### config.mk
export PLATFORM = sky130hd
export DESIGN_NAME = router_reg_flat
export DESIGN_NICKNAME = d
export VERILOG_FILES = /design/src/rtl/router_reg_if.sv /design/src/rtl/router_reg.sv /design/src/flat_wrapper.sv
export SDC_FILE = /design/constraint.sdc
export NUM_CORES = 1
export LEC_CHECK = 0
export BUFFER_PORTS_ARGS = -buffer_cell sky130_fd_sc_hd__buf_2
export CORE_ASPECT_RATIO = 0.7
export CORE_MARGIN = 3
export CORE_UTILIZATION = 50
export DETAILED_ROUTE_END_ITERATION = 8
export PLACE_DENSITY_LB_ADDON = 0.3
export REMOVE_ABC_BUFFERS = 1
export SKIP_CTS_REPAIR_TIMING = 1
export SYNTH_ARGS = -nofsm -noshare
export SYNTH_HDL_FRONTEND = slang
export SYNTH_SLANG_ARGS = --single-unit
### constraint.sdc
create_clock -name clk -period 1.64 [get_ports clk]
set_input_delay 0.328 -clock clk [delete_from_list [all_inputs] [get_ports clk]]
set_output_delay 0.328 -clock clk [all_outputs]
set_load 0.005 [all_outputs]
### src/rtl/router_reg_if.sv
// Byte/strobe bundle between the router FSM, the input port and router_reg.
// master: the side that drives the byte stream and FSM strobes.
// slave:  router_reg itself.
interface router_reg_if #(
  parameter int unsigned DW = 8
);
  logic          packet_valid;
  logic [DW-1:0] datain;
  logic          fifo_full;
  logic          detect_add;
  logic          lfd_state;
  logic          ld_state;
  logic          laf_state;
  logic          full_state;
  logic          rst_int_reg;
  logic          parity_done;
  logic          low_packet_valid;
  logic          err;
  logic [DW-1:0] dout;

  modport master (
    output packet_valid, datain, fifo_full, detect_add, lfd_state,
           ld_state, laf_state, full_state, rst_int_reg,
    input  parity_done, low_packet_valid, err, dout
  );

  modport slave (
    input  packet_valid, datain, fifo_full, detect_add, lfd_state,
           ld_state, laf_state, full_state, rst_int_reg,
    output parity_done, low_packet_valid, err, dout
  );
endinterface

### src/rtl/router_reg.sv
// Datapath register block of the 1x3 packet router.
// Latches the header, steers header/payload onto dout, parks a byte that
// arrives while the destination FIFO is full and replays it afterwards.
// Optional parity checking is built when ROUTER_REG_PARITY_CHECK_EN is
// defined; otherwise err is tied low and the parity registers are absent.
module router_reg #(
  parameter int unsigned DW = 8
) (
  input  logic        clk,
  input  logic        resetn,
  router_reg_if.slave bus
);

  localparam int unsigned AW = 2;
  localparam logic [AW-1:0] ADDR_INVALID = 2'b11;

  logic [DW-1:0] hdr;
  logic [DW-1:0] full_byte;
  logic [DW-1:0] dout_q;
  logic          parity_done_q;
  logic          low_pv_q;
  logic          err_q;

  assign bus.dout             = dout_q;
  assign bus.parity_done      = parity_done_q;
  assign bus.low_packet_valid = low_pv_q;
  assign bus.err              = err_q;

  // Header capture; destination address 3 does not exist and is ignored
  always_ff @(posedge clk or negedge resetn) begin
    if (!resetn) begin
      hdr <= '0;
    end else if (bus.detect_add && bus.packet_valid &&
                 (bus.datain[AW-1:0] != ADDR_INVALID)) begin
      hdr <= bus.datain;
    end
  end

  // Output byte steering and parking of the byte seen while FIFO is full
  always_ff @(posedge clk or negedge resetn) begin
    if (!resetn) begin
      dout_q    <= '0;
      full_byte <= '0;
    end else if (bus.lfd_state) begin
      dout_q <= hdr;
    end else if (bus.ld_state && !bus.fifo_full) begin
      dout_q <= bus.datain;
    end else if (bus.ld_state && bus.fifo_full) begin
      full_byte <= bus.datain;
    end else if (bus.laf_state) begin
      dout_q <= full_byte;
    end
  end

  // Remembers that packet_valid dropped while loading, until the FSM clears it
  always_ff @(posedge clk or negedge resetn) begin
    if (!resetn) begin
      low_pv_q <= 1'b0;
    end else if (bus.rst_int_reg) begin
      low_pv_q <= 1'b0;
    end else if (bus.ld_state && !bus.packet_valid) begin
      low_pv_q <= 1'b1;
    end
  end

  // Parity byte accepted, either directly or when replayed after a full FIFO
  always_ff @(posedge clk or negedge resetn) begin
    if (!resetn) begin
      parity_done_q <= 1'b0;
    end else if (bus.detect_add) begin
      parity_done_q <= 1'b0;
    end else if (bus.ld_state && !bus.fifo_full && !bus.packet_valid) begin
      parity_done_q <= 1'b1;
    end else if (bus.laf_state && low_pv_q && !parity_done_q) begin
      parity_done_q <= 1'b1;
    end
  end

`ifdef ROUTER_REG_PARITY_CHECK_EN
  logic [DW-1:0] int_parity;
  logic [DW-1:0] pkt_parity;

  // Running XOR over header and payload bytes of the current packet
  always_ff @(posedge clk or negedge resetn) begin
    if (!resetn) begin
      int_parity <= '0;
    end else if (bus.detect_add) begin
      int_parity <= '0;
    end else if (bus.lfd_state) begin
      int_parity <= int_parity ^ hdr;
    end else if (bus.ld_state && bus.packet_valid && !bus.full_state) begin
      int_parity <= int_parity ^ bus.datain;
    end
  end

  // Trailing parity byte as sent by the source
  always_ff @(posedge clk or negedge resetn) begin
    if (!resetn) begin
      pkt_parity <= '0;
    end else if (bus.ld_state && !bus.packet_valid && !bus.fifo_full) begin
      pkt_parity <= bus.datain;
    end
  end

  // Mismatch flag, evaluated while the parity byte is known to be in
  always_ff @(posedge clk or negedge resetn) begin
    if (!resetn) begin
      err_q <= 1'b0;
    end else if (bus.detect_add) begin
      err_q <= 1'b0;
    end else if (parity_done_q) begin
      err_q <= (int_parity != pkt_parity);
    end
  end
`else
  // full_state only qualifies parity accumulation
  wire unused_full_state = bus.full_state;
  assign err_q = 1'b0;
`endif

endmodule

### src/flat_wrapper.sv
// flat-port wrapper written by rule: the top's interface ports become plain ports
module router_reg_flat 
#(
  parameter int unsigned DW = 8
)
  (clk, resetn, bus_packet_valid, bus_datain, bus_fifo_full, bus_detect_add, bus_lfd_state, bus_ld_state, bus_laf_state, bus_full_state, bus_rst_int_reg, bus_parity_done, bus_low_packet_valid, bus_err, bus_dout);
  router_reg_if #(.DW(DW)) bus_i ();
  input  logic clk;
  input  logic resetn;
  input wire logic [$bits(bus_i.packet_valid)-1:0] bus_packet_valid;
  input wire logic [$bits(bus_i.datain)-1:0] bus_datain;
  input wire logic [$bits(bus_i.fifo_full)-1:0] bus_fifo_full;
  input wire logic [$bits(bus_i.detect_add)-1:0] bus_detect_add;
  input wire logic [$bits(bus_i.lfd_state)-1:0] bus_lfd_state;
  input wire logic [$bits(bus_i.ld_state)-1:0] bus_ld_state;
  input wire logic [$bits(bus_i.laf_state)-1:0] bus_laf_state;
  input wire logic [$bits(bus_i.full_state)-1:0] bus_full_state;
  input wire logic [$bits(bus_i.rst_int_reg)-1:0] bus_rst_int_reg;
  output wire logic [$bits(bus_i.parity_done)-1:0] bus_parity_done;
  output wire logic [$bits(bus_i.low_packet_valid)-1:0] bus_low_packet_valid;
  output wire logic [$bits(bus_i.err)-1:0] bus_err;
  output wire logic [$bits(bus_i.dout)-1:0] bus_dout;
  assign bus_i.packet_valid = bus_packet_valid;
  assign bus_i.datain = bus_datain;
  assign bus_i.fifo_full = bus_fifo_full;
  assign bus_i.detect_add = bus_detect_add;
  assign bus_i.lfd_state = bus_lfd_state;
  assign bus_i.ld_state = bus_ld_state;
  assign bus_i.laf_state = bus_laf_state;
  assign bus_i.full_state = bus_full_state;
  assign bus_i.rst_int_reg = bus_rst_int_reg;
  assign bus_parity_done = bus_i.parity_done;
  assign bus_low_packet_valid = bus_i.low_packet_valid;
  assign bus_err = bus_i.err;
  assign bus_dout = bus_i.dout;
  router_reg #(.DW(DW)) u_core (.clk(clk), .resetn(resetn), .bus(bus_i));
endmodule
Word level (Yosys, flattened, before mapping):

Index checks and enable logic that the tools add are counted.

* register bits after elaboration: 26

* equality and inequality tests: 2
* bitwise gates (word level): 2
* reduce and logical (&&, ||, !) cells: 16
* mux-type cells: 9

Operators with widths (number)
* $mux 8: 4
* $logic_and 1x1->1: 8
* $reduce_bool 3->1: 2
* $mux 1: 5
* $logic_not 1->1: 3
* $ne 3x2->1 const B: 1
* $reduce_and 3->1: 1
* $ne 2x2->1 const B: 1
* $not 1->1: 2
* $reduce_and 2->1: 1
* $reduce_bool 2->1: 1

Depth between registers and ports, before layout:

Gate-level depths: netlist (run 1).

* depth after elaboration: 5
* mapped depth: 5
* mapped depth without buffers: 3

Worst setup path before layout (run 1):

No wires, ideal clock.

* kind: in2reg
* start point: input bus_lfd_state
* end point: register u_core.dout_q[0] (netlist: u_core.bus.dout[0])
* setup time: 0.066 ns
* required time: 1.574 ns
* stages: 4
* setup slack: 0.529 ns
* arrival: 1.045 ns
* path through: buf_6 buf_6 nor3b_4 a221o_1

* cells in the longest elaborated chain, start to end: 2
* elaborated cells on any way between the ends: 4
* classes of those cells: eq/ne (1); mux (1); reduce/logical (2)

Ends and longest elaborated chain
* start, declared: line flat_wrapper.sv:14 `input wire logic [$bits(bus_i.lfd_state)-1:0] bus_lfd_state;`
* $ne 3x2->1 (no line) / $reduce_bool 3->1 (equally long branches)
* $reduce_and 2->1 (no line)
* end signal, assigned: line router_reg.sv:45 `dout_q <= hdr;`
* end signal, assigned: line router_reg.sv:47 `dout_q <= bus.datain;`
* end signal, assigned: line router_reg.sv:51 `dout_q <= full_byte;`
* end, declared: line router_reg.sv:19 `logic [DW-1:0] dout_q;`

Several ways; a longest one is shown, not always the timed one.
A chain may end at the register's enable or synchronous reset.

Worst setup path in the final report (run 1):

* start point: register u_core.dout_q[6] (netlist: u_core.bus.dout[6])
* end point: output bus_dout[6]

RTL lines
* end, declared: line flat_wrapper.sv:22 `output wire logic [$bits(bus_i.dout)-1:0] bus_dout;`

No word-level cell between the ends.

==> metrics.md, run 1 <==
| Metric | Value |
|---|---|
| Pwr per Cell Area | 967.3 mW/mm^2 |
| Boundary pin count | 29 |
| Static Leakage | 0.6366 nW |
| FMAX | 841.4 MHz |
| Antenna diode count | 0 |
| Largest net degree at the start of global routing | 27 |
| Residual DRC | 0 |
| Unique masters post-synth | 22 |
| Hold Path Depth | 2 |
| Slew HR | 62.62% |
| GRT Total Usage | 16.16% |
| Share of the synthesized area in the top cell type | 54.91% |
| Via density | 5.418 |
| # rows | 14 |
| Slowest CP cell | dfrtp_1 |
| Initial antenna violation count | 0 |
| Layout cells sized above 1 | 31.40% |
| Post-DP Area | 0.001325 mm^2 |
| Chip height | 46.73 um |
| Synth area leaders | dfrtp_1 55%, mux2_1 9.5%, a221o_1 6.8% |
| Part of the power in registers | 61.4% |
| Reg2reg path depth | 3 |
| Worst slew pin tran | 0.5607 ns |
| Initial core utilization | 53.68% |
| Worst Path Buf+Inv | 1 |
| Final Cell Area | 0.001358 mm^2 |
| Critical Path RT | 1.31 ns |
| Area Overhead vs Synth | 14.57% |
| Worst-path clk slew | 0.12 ns |
| Drt first pass iters | 4 |
| Run status | complete, no violations |
| Startpoint types | register |
| Sw Ratio | 25.86% |
| Clk Tree Root Cell | clkbuf_4 |
| DR WL/cell | 14.30 um |
| Synth Instances | 94 |
| WL final | 2.188 mm |
| Die Wd | 64.19 um |
| CTS Sinks | 26 |
| Critical Path, Cell by Cell | buf_2 |
| Critical path type | register to output pin |
| Setup crit end kind | output pin |
| Minimum clock period | 1.189 ns |
| Logic pwr share | 19.5% |
| Clk_lat worst skew | 0.31 ns |
| Vias post-DR | 829 |
| Final Hold Viols | 0 |
| Area occupied by multi-input gates | 500.5 um^2 |
| Clock Skews | 0.001365 ns |
| Clk network pwr share | 19.1% |
| R2R Path End | u_core.bus.dout[1] |
| Yosys top cell by area | dfrtp_1 |
| Crit path largest cell delay | 0.42 ns |
| Period utilization | 72.47% |
| CTS tree | yes |
| Register Area | 650.6 um^2 |
| Initial drt markers | 37 |
| Flop2flop setup slack | 0.72 ns |
| First-pass GRT wire length | 3.505 mm |
| Hold Startpoint | bus_rst_int_reg |
| WHS Endpoint | u_core.bus.low_packet_valid |
| DPL Wire Length | 1.609 mm |
| CTS max path bufs | 2 |
| Net Sw Power | 339.5 uW |
| Crit path DAT | 0.86 ns |
| # H-tree levels | 1 |
| CTS buffer count | 3 |
| Gp weighted congestion | 0.7244 |
| CP top delay family | flip-flops |
| Sequential fraction of the synthesis area | 54.91% |
| Die area | 0.002999 mm^2 |
| Vias in the first global route | 795 |
| Synth Register Bits | 26 |
| Worst r2r src | u_core.full_byte[1] |
| Crit-path max FO | 2 |
| HP Class | input pin to register |
| Internal power | 973.6 uW |
| Syn Area/Cell | 12.61 um^2 |
| Filler cells | 190 |
| Unrepaired setup endpoints after global routing | false |
| TNS Setup | 0 ns |
| Detail Route Antenna Nets | 0 |
| Nets@finish | 141 |
| Final setup vio count | 0 |
| IO Port Bufs | 26 |
| Count of pins over their slew limit | 0 |
| Worst VDD drop | 0.0005967 V |
| Core Area | 0.002207 mm^2 |
| Commonest non-fill, non-tap cells in the layout | 26 x buf_2, 26 x dfrtp_1, 10 x nand2_1, 10 x mux2_1 |
| Grt total ovfl | 0 |
| Max-Cap Viols | 0 |
| Netlist Area Pre-Place | 0.001185 mm^2 |
| Yosys warning count | 0 |
## power groups by stage
stage	clock [mW]	combinational, mW	sequential [mW]
global route	0.301	0.289	0.818
floorplan	0	0.144	0.810
CTS	0.266	0.259	0.804
detailed placement	0	0.259	0.817
global placement	0	0.248	0.812
finish	0.251	0.257	0.806
## cell usage after synthesis
| cell | count |
|---|---|
| nand2_1 | 10 |
| o21ai_0 | 7 |
| or2_4 | 1 |
| conb_1 | 1 |
| nand3b_4 | 1 |
| nand3b_1 | 1 |
| nor2_1 | 3 |
| a21oi_1 | 3 |
| buf_6 | 2 |
| mux2_1 | 10 |
| a21oi_4 | 1 |
| inv_1 | 1 |
| o21ai_1 | 1 |
| or2b_2 | 1 |
| buf_4 | 1 |
| a221o_1 | 8 |
| a21o_1 | 1 |
| mux2_2 | 4 |
| nand2b_1 | 8 |
| o22a_1 | 2 |
| dfrtp_1 | 26 |
| nor3b_4 | 1 |
## final cells by class
class,count,area share (%)
repair buffers,27,10.32
clock buffers,3,1.659
inverters,1,0.2765
flip-flops and latches,26,47.93
well taps,32,2.949
multi-input cells,64,36.87
## cells by family after synthesis
logic type | share of synthesized area [%]
buffers and inverters | 2.851
multiplexers | 13.31
other | 0.3165
AO/OA/AOI/OAI | 14.89
AND/OR/NAND/NOR | 13.73
flip-flops | 54.91
## metal layers
| layer | routed length, um | GRT usage, % | vias up |
|---|---|---|---|
| met1 | 1029 | 20.49 | 407 |
| met4 | 10 | 5.462 | 0 |
| li1 | - | - | 398 |
| met2 | 1014 | 25.87 | 22 |
| met5 | 0 | 0 | - |
| met3 | 135 | 6.699 | 2 |
## through the flow
step           hold slack, ns  power [mW]  util [%]  std cells  setup WS [ns]
3_5_place_dp           0.3475       1.077     60.03        149         0.2447
3_3_place_gp           0.3512       1.061     60.03        149         0.2568
5_1_grt                0.1125       1.408     61.51        153         0.3823
2_1_floorplan         0.03241      0.9536         -         91         0.5420
6_report               0.1455       1.313     61.51        153         0.4515
4_1_cts             -0.008846       1.329     61.05        152         0.4373
## flip-flops by register name, summed over array words and instances (netlist names)
signal and cells:
u_core.bus.dout 8, u_core.bus.low_packet_valid 1, u_core.bus.parity_done 1, u_core.full_byte 8, u_core.hdr 8
## worst max path at each step
stage / slack [ns] / depth (start not counted) / endpoint / start
after floorplan: 0.54 / 3 / u_core.hdr[2] / bus_packet_valid
after global placement: 0.26 / 3 / u_core.full_byte[6] / bus_lfd_state
after detailed placement: 0.24 / 3 / u_core.full_byte[1] / bus_lfd_state
after CTS: 0.44 / 1 / bus_dout[6] / u_core.bus.dout[6]
after global routing: 0.38 / 1 / bus_dout[6] / u_core.bus.dout[6]
final: 0.45 / 1 / bus_dout[6] / u_core.bus.dout[6]
No activity file was read; power rests on OpenSTA's default activity.
==> inputs of run 2 (changes only) <==
Clock period 1.64 ns to 1.2 ns, I/O delays scaled along.
==> run 2 against run 1 <==
First-iteration DRC count fell by 16%. Hold slack lost 0.10 ns. Non-clock buffer count rose by 7. Die area did not move. Register-to-register slack worse by 0.44 ns. Combinational power increased by 44%. Cell count increased by 5.2%. Core utilization grew 3.0 points. Count of clock-buffer cells in the layout is 1 higher. Sequential share of layout area shrank 2.2 points. Critical endpoint is now bus_low_packet_valid. Largest power group unchanged.
==> metrics.md, run 2 (synthesis gave the netlist of run 1 again) <==
| Metric | Value |
|---|---|
| Critical Path, Cell by Cell | buf_2 |
| Core Area | 0.002207 mm^2 |
| HP Class | input pin to register |
| Clk Tree Root Cell | clkbuf_4 |
| GRT Total Usage | 17.42% |
| Slew HR | 62.15% |
| Worst VDD drop | 0.0009246 V |
| TNS Setup | 0 ns |
| Initial drt markers | 31 |
| Drt first pass iters | 4 |
| Worst Path Buf+Inv | 1 |
| IO Port Bufs | 26 |
| Antenna diode count | 0 |
| Count of pins over their slew limit | 0 |
| Worst-path clk slew | 0.14 ns |
| CTS buffer count | 3 |
| Vias in the first global route | 809 |
| Initial antenna violation count | 0 |
| Pwr per Cell Area | 1341 mW/mm^2 |
| Largest net degree at the start of global routing | 27 |
| Clk network pwr share | 22.8% |
| Worst slew pin tran | 0.5677 ns |
| Residual DRC | 0 |
| Part of the power in registers | 57.7% |
| Area Overhead vs Synth | 20.17% |
| Boundary pin count | 29 |
| Die Wd | 64.19 um |
| Run status | complete, no violations |
| Worst hold slack | 0.04449 ns |
| Detail Route Antenna Nets | 0 |
| Internal power | 1.413 mW |
| Static Leakage | 0.6780 nW |
| Dpl cells | 156 |
| DR top layer | met4 |
| Grt total ovfl | 0 |
| Wl on met1 | 1.052 mm |
| FMAX | 892.9 MHz |
| Unrepaired setup endpoints after global routing | false |
| Net Sw Power | 496.6 uW |
| CP top delay family | flip-flops |
| Crit path largest cell delay | 0.43 ns |
| Number of non-filler instances in the completed layout | 161 |
| Max-Cap Viols | 0 |
| Final Hold Viols | 0 |
| Logic pwr share | 19.4% |
| DR WL/cell | 14.60 um |
| CTS max path bufs | 2 |
| Setup crit end kind | output pin |
| Period utilization | 93.33% |
| DPL Wire Length | 1.760 mm |
| WL final | 2.351 mm |
| Met3 wire length | 111 um |
| Chip height | 46.73 um |
| Minimum clock period | 1.120 ns |
| First-pass GRT wire length | 3.746 mm |
| Crit-path max FO | 3 |
| Clock Skews | 0.006762 ns |
| Final Total Pwr | 1.909 mW |
| # H-tree levels | 1 |
| Clk_lat worst skew | 0.32 ns |
| Initial core utilization | 53.68% |
| WL met2 | 1.170 mm |
| Commonest non-fill, non-tap cells in the layout | 26 x buf_2, 26 x dfrtp_1, 10 x nand2_1, 10 x mux2_1 |
| Critical path type | register to output pin |
| Die area | 0.002999 mm^2 |
| Slowest CP cell | dfrtp_1 |
| # rows | 14 |
| Nets@finish | 148 |
| Crit path DAT | 0.88 ns |
| Sw Ratio | 26.01% |
| Startpoint types | register |
| CTS tree | yes |
| Layout cells sized above 1 | 35.66% |
| Final setup vio count | 0 |
| Vias post-DR | 855 |
| Via density | 5.311 |
| Gp weighted congestion | 0.7864 |
| CTS Sinks | 26 |
| Critical Path RT | 0.96 ns |
-- run 2: cell count changes in the layout (fill, tap and decap cells not counted) --
cell	delta
buf_4	+7
clkbuf_8	+1
-- run 2: power by group through the flow --
stage                     Sequential (mW)  Combinational [mW]  Clock (mW)
after global placement               1.11               0.356           0
after global routing                 1.12               0.414       0.496
final                                1.10               0.371       0.436
after CTS                            1.10               0.375       0.452
after detailed placement             1.12               0.375           0
after floorplan                      1.11               0.196           0
-- run 2: final cells by class --
type                    instances  area, um^2
flip-flops and latches         26       650.6
multi-input cells              64       500.5
repair buffers                 34       192.7
inverters                       1       3.754
clock buffers                   4       36.28
well taps                      32       40.04
fillers                       181       783.3
-- run 2: metal layers --
layer  GRT usage (%)  vias up
li1                -      407
met1           19.01      428
met2           33.06       18
met3           5.263        2
met4           7.143        0
met5               0        -
-- run 2: metrics by stage --
step / instance area, um^2 / setup slack, ns / utilization (%)
6_report: 1424 / 0.08001 / 64.51
5_1_grt: 1424 / 0.02559 / 64.51
4_1_cts: 1414 / 0.07084 / 64.06
3_5_place_dp: 1378 / -0.05229 / 62.42
3_3_place_gp: 1378 / 0.003461 / 62.42
2_1_floorplan: 1155 / 0.1900 / -
-- run 2: path summary, 6_finish.rpt --
kind | start | endpoint | slack, ns | cells after the start
setup / recovery | u_core.bus.low_packet_valid | bus_low_packet_valid | 0.08 | 1
hold / removal | bus_rst_int_reg | u_core.bus.low_packet_valid | 0.04 | 2
setup reg to reg | u_core.hdr[0] | u_core.bus.dout[0] | 0.28 | 3
hold reg to reg | u_core.hdr[1] | u_core.hdr[1] | 0.51 | 1
max in group asynchronous | resetn | u_core.bus.dout[1] | 0.40 | 2
min in group asynchronous | resetn | u_core.bus.dout[7] | 0.42 | 2
==> inputs of run 3 (changes only) <==
Settings changed: HOLD_SLACK_MARGIN from default to 0.08, SLEW_MARGIN from default to 10.
==> run 3 against run 2 <==
Final area increased by 1.4%. Largest power group unchanged. Global-route usage unchanged. Via count increased by 1.5%. Critical path type unchanged.
==> metrics.md, run 3 (synthesis gave the netlist of run 1 again) <==
| Metric | Value |
|---|---|
| Run status | complete, no violations |
| Final Hold Viols | 0 |
| Pwr per Cell Area | 1329 mW/mm^2 |
| Register Area | 650.6 um^2 |
| Clock Skews | 0.008535 ns |
| Via density | 5.325 |
| CP top delay family | flip-flops |
| Met1 Usage GRT | 19.01% |
| Startpoint types | register |
| Worst hold slack | 0.1473 ns |
| Flop2flop setup slack | 0.29 ns |
| Layout cells sized above 1 | 35.11% |
| Area occupied by multi-input gates | 500.5 um^2 |
| Filler cells | 179 |
| # rows | 14 |
| Initial core utilization | 53.68% |
| Die area | 0.002999 mm^2 |
| Vias post-DR | 868 |
| Commonest non-fill, non-tap cells in the layout | 26 x buf_2, 26 x dfrtp_1, 10 x nand2_1, 10 x mux2_1 |
| DR WL/cell | 14.82 um |
| Final Cell Area | 0.001444 mm^2 |
| Critical Path RT | 0.96 ns |
| Worst slew pin tran | 0.5680 ns |
| Period utilization | 93.58% |
| Count of pins over their slew limit | 0 |
| HP Class | input pin to register |
| Worst Path Buf+Inv | 1 |
| Initial antenna violation count | 0 |
| Fin util | 65.42% |
| Nets@finish | 150 |
| Chip height | 46.73 um |
| Area Overhead vs Synth | 21.86% |
| Drt first pass iters | 4 |
| Crit path DAT | 0.88 ns |
| Critical Path, Cell by Cell | buf_2 |
| DPL Wire Length | 1.760 mm |
| Clk_lat worst skew | 0.32 ns |
| Initial drt markers | 29 |
| First-pass GRT wire length | 3.746 mm |
| Worst-path clk slew | 0.14 ns |
| Grt met3 use | 5.263% |
| WL final | 2.415 mm |
| Core Area | 0.002207 mm^2 |
| Final Total Pwr | 1.919 mW |
| Largest net degree at the start of global routing | 27 |
| Die Wd | 64.19 um |
| Minimum clock period | 1.123 ns |
| Most used routing layer | met2 |
| Unrepaired setup endpoints after global routing | false |
| Crit path largest cell delay | 0.43 ns |
| GRT Total Usage | 17.42% |
| Grt total ovfl | 0 |
| Pre-CTS setup slack | -0.05229 ns |
| Post-DP Area | 0.001378 mm^2 |
| Boundary pin count | 29 |
| CTS max path bufs | 2 |
| Clk Tree Root Cell | clkbuf_4 |
| Critical path type | register to output pin |
| Max-Cap Viols | 0 |
| # H-tree levels | 1 |
| CTS tree | yes |
| Antenna diode count | 0 |
| Worst VDD drop | 0.0009272 V |
| FMAX | 890.5 MHz |
| GR Util met2 | 33.06% |
| CTS Sinks | 26 |
| Slowest CP cell | dfrtp_1 |
| Final WS setup | 0.07704 ns |
| Crit-path max FO | 3 |
| Vias in the first global route | 809 |
| Detail Route Antenna Nets | 0 |
| Setup crit end kind | output pin |
| IO Port Bufs | 26 |
| Static Leakage | 0.6864 nW |
| Final setup vio count | 0 |
| Slew HR | 62.13% |
| CTS buffer count | 3 |
| Gp weighted congestion | 0.7864 |
| Residual DRC | 0 |
-- run 3: per-layer routing --
metal | wire (um) | up-vias
li1 | - | 411
met1 | 1086 | 436
met2 | 1195 | 16
met3 | 108 | 5
met4 | 23 | 0
met5 | 0 | -
-- run 3: path summary, 6_finish.rpt --
kind / start / end / depth (start not counted)
hold / removal: bus_datain[7] / u_core.hdr[7] / 2
setup / recovery: u_core.bus.low_packet_valid / bus_low_packet_valid / 1
min in group asynchronous: resetn / u_core.bus.dout[7] / 2
hold reg to reg: u_core.hdr[1] / u_core.hdr[1] / 1
setup reg to reg: u_core.hdr[0] / u_core.bus.dout[0] / 3
max in group asynchronous: resetn / u_core.bus.dout[1] / 2
-- run 3: final cells by class --
type	count	area share (%)
Inverter	1	0.2600
Timing Repair Buffer	36	14.73
Sequential cell	26	45.06
Clock buffer	4	2.513
Multi-Input combinational cell	64	34.66
Tap cell	32	2.773
-- run 3: where the power goes --
part | internal [mW] | switching, mW | total (mW)
clock | 0.186 | 0.254 | 0.439
combinational | 0.208 | 0.169 | 0.377
sequential | 1.02 | 0.0798 | 1.10
total | 1.42 | 0.502 | 1.92
-- run 3: per-stage QoR --
| stage | setup TNS [ns] | cells |
|---|---|---|
| final | 0 | 163 |
| after global routing | 0 | 163 |
| after CTS | 0 | 160 |
| after detailed placement | -0.1496 | 156 |
| after global placement | 0 | 156 |
| after floorplan | 0 | 91 |
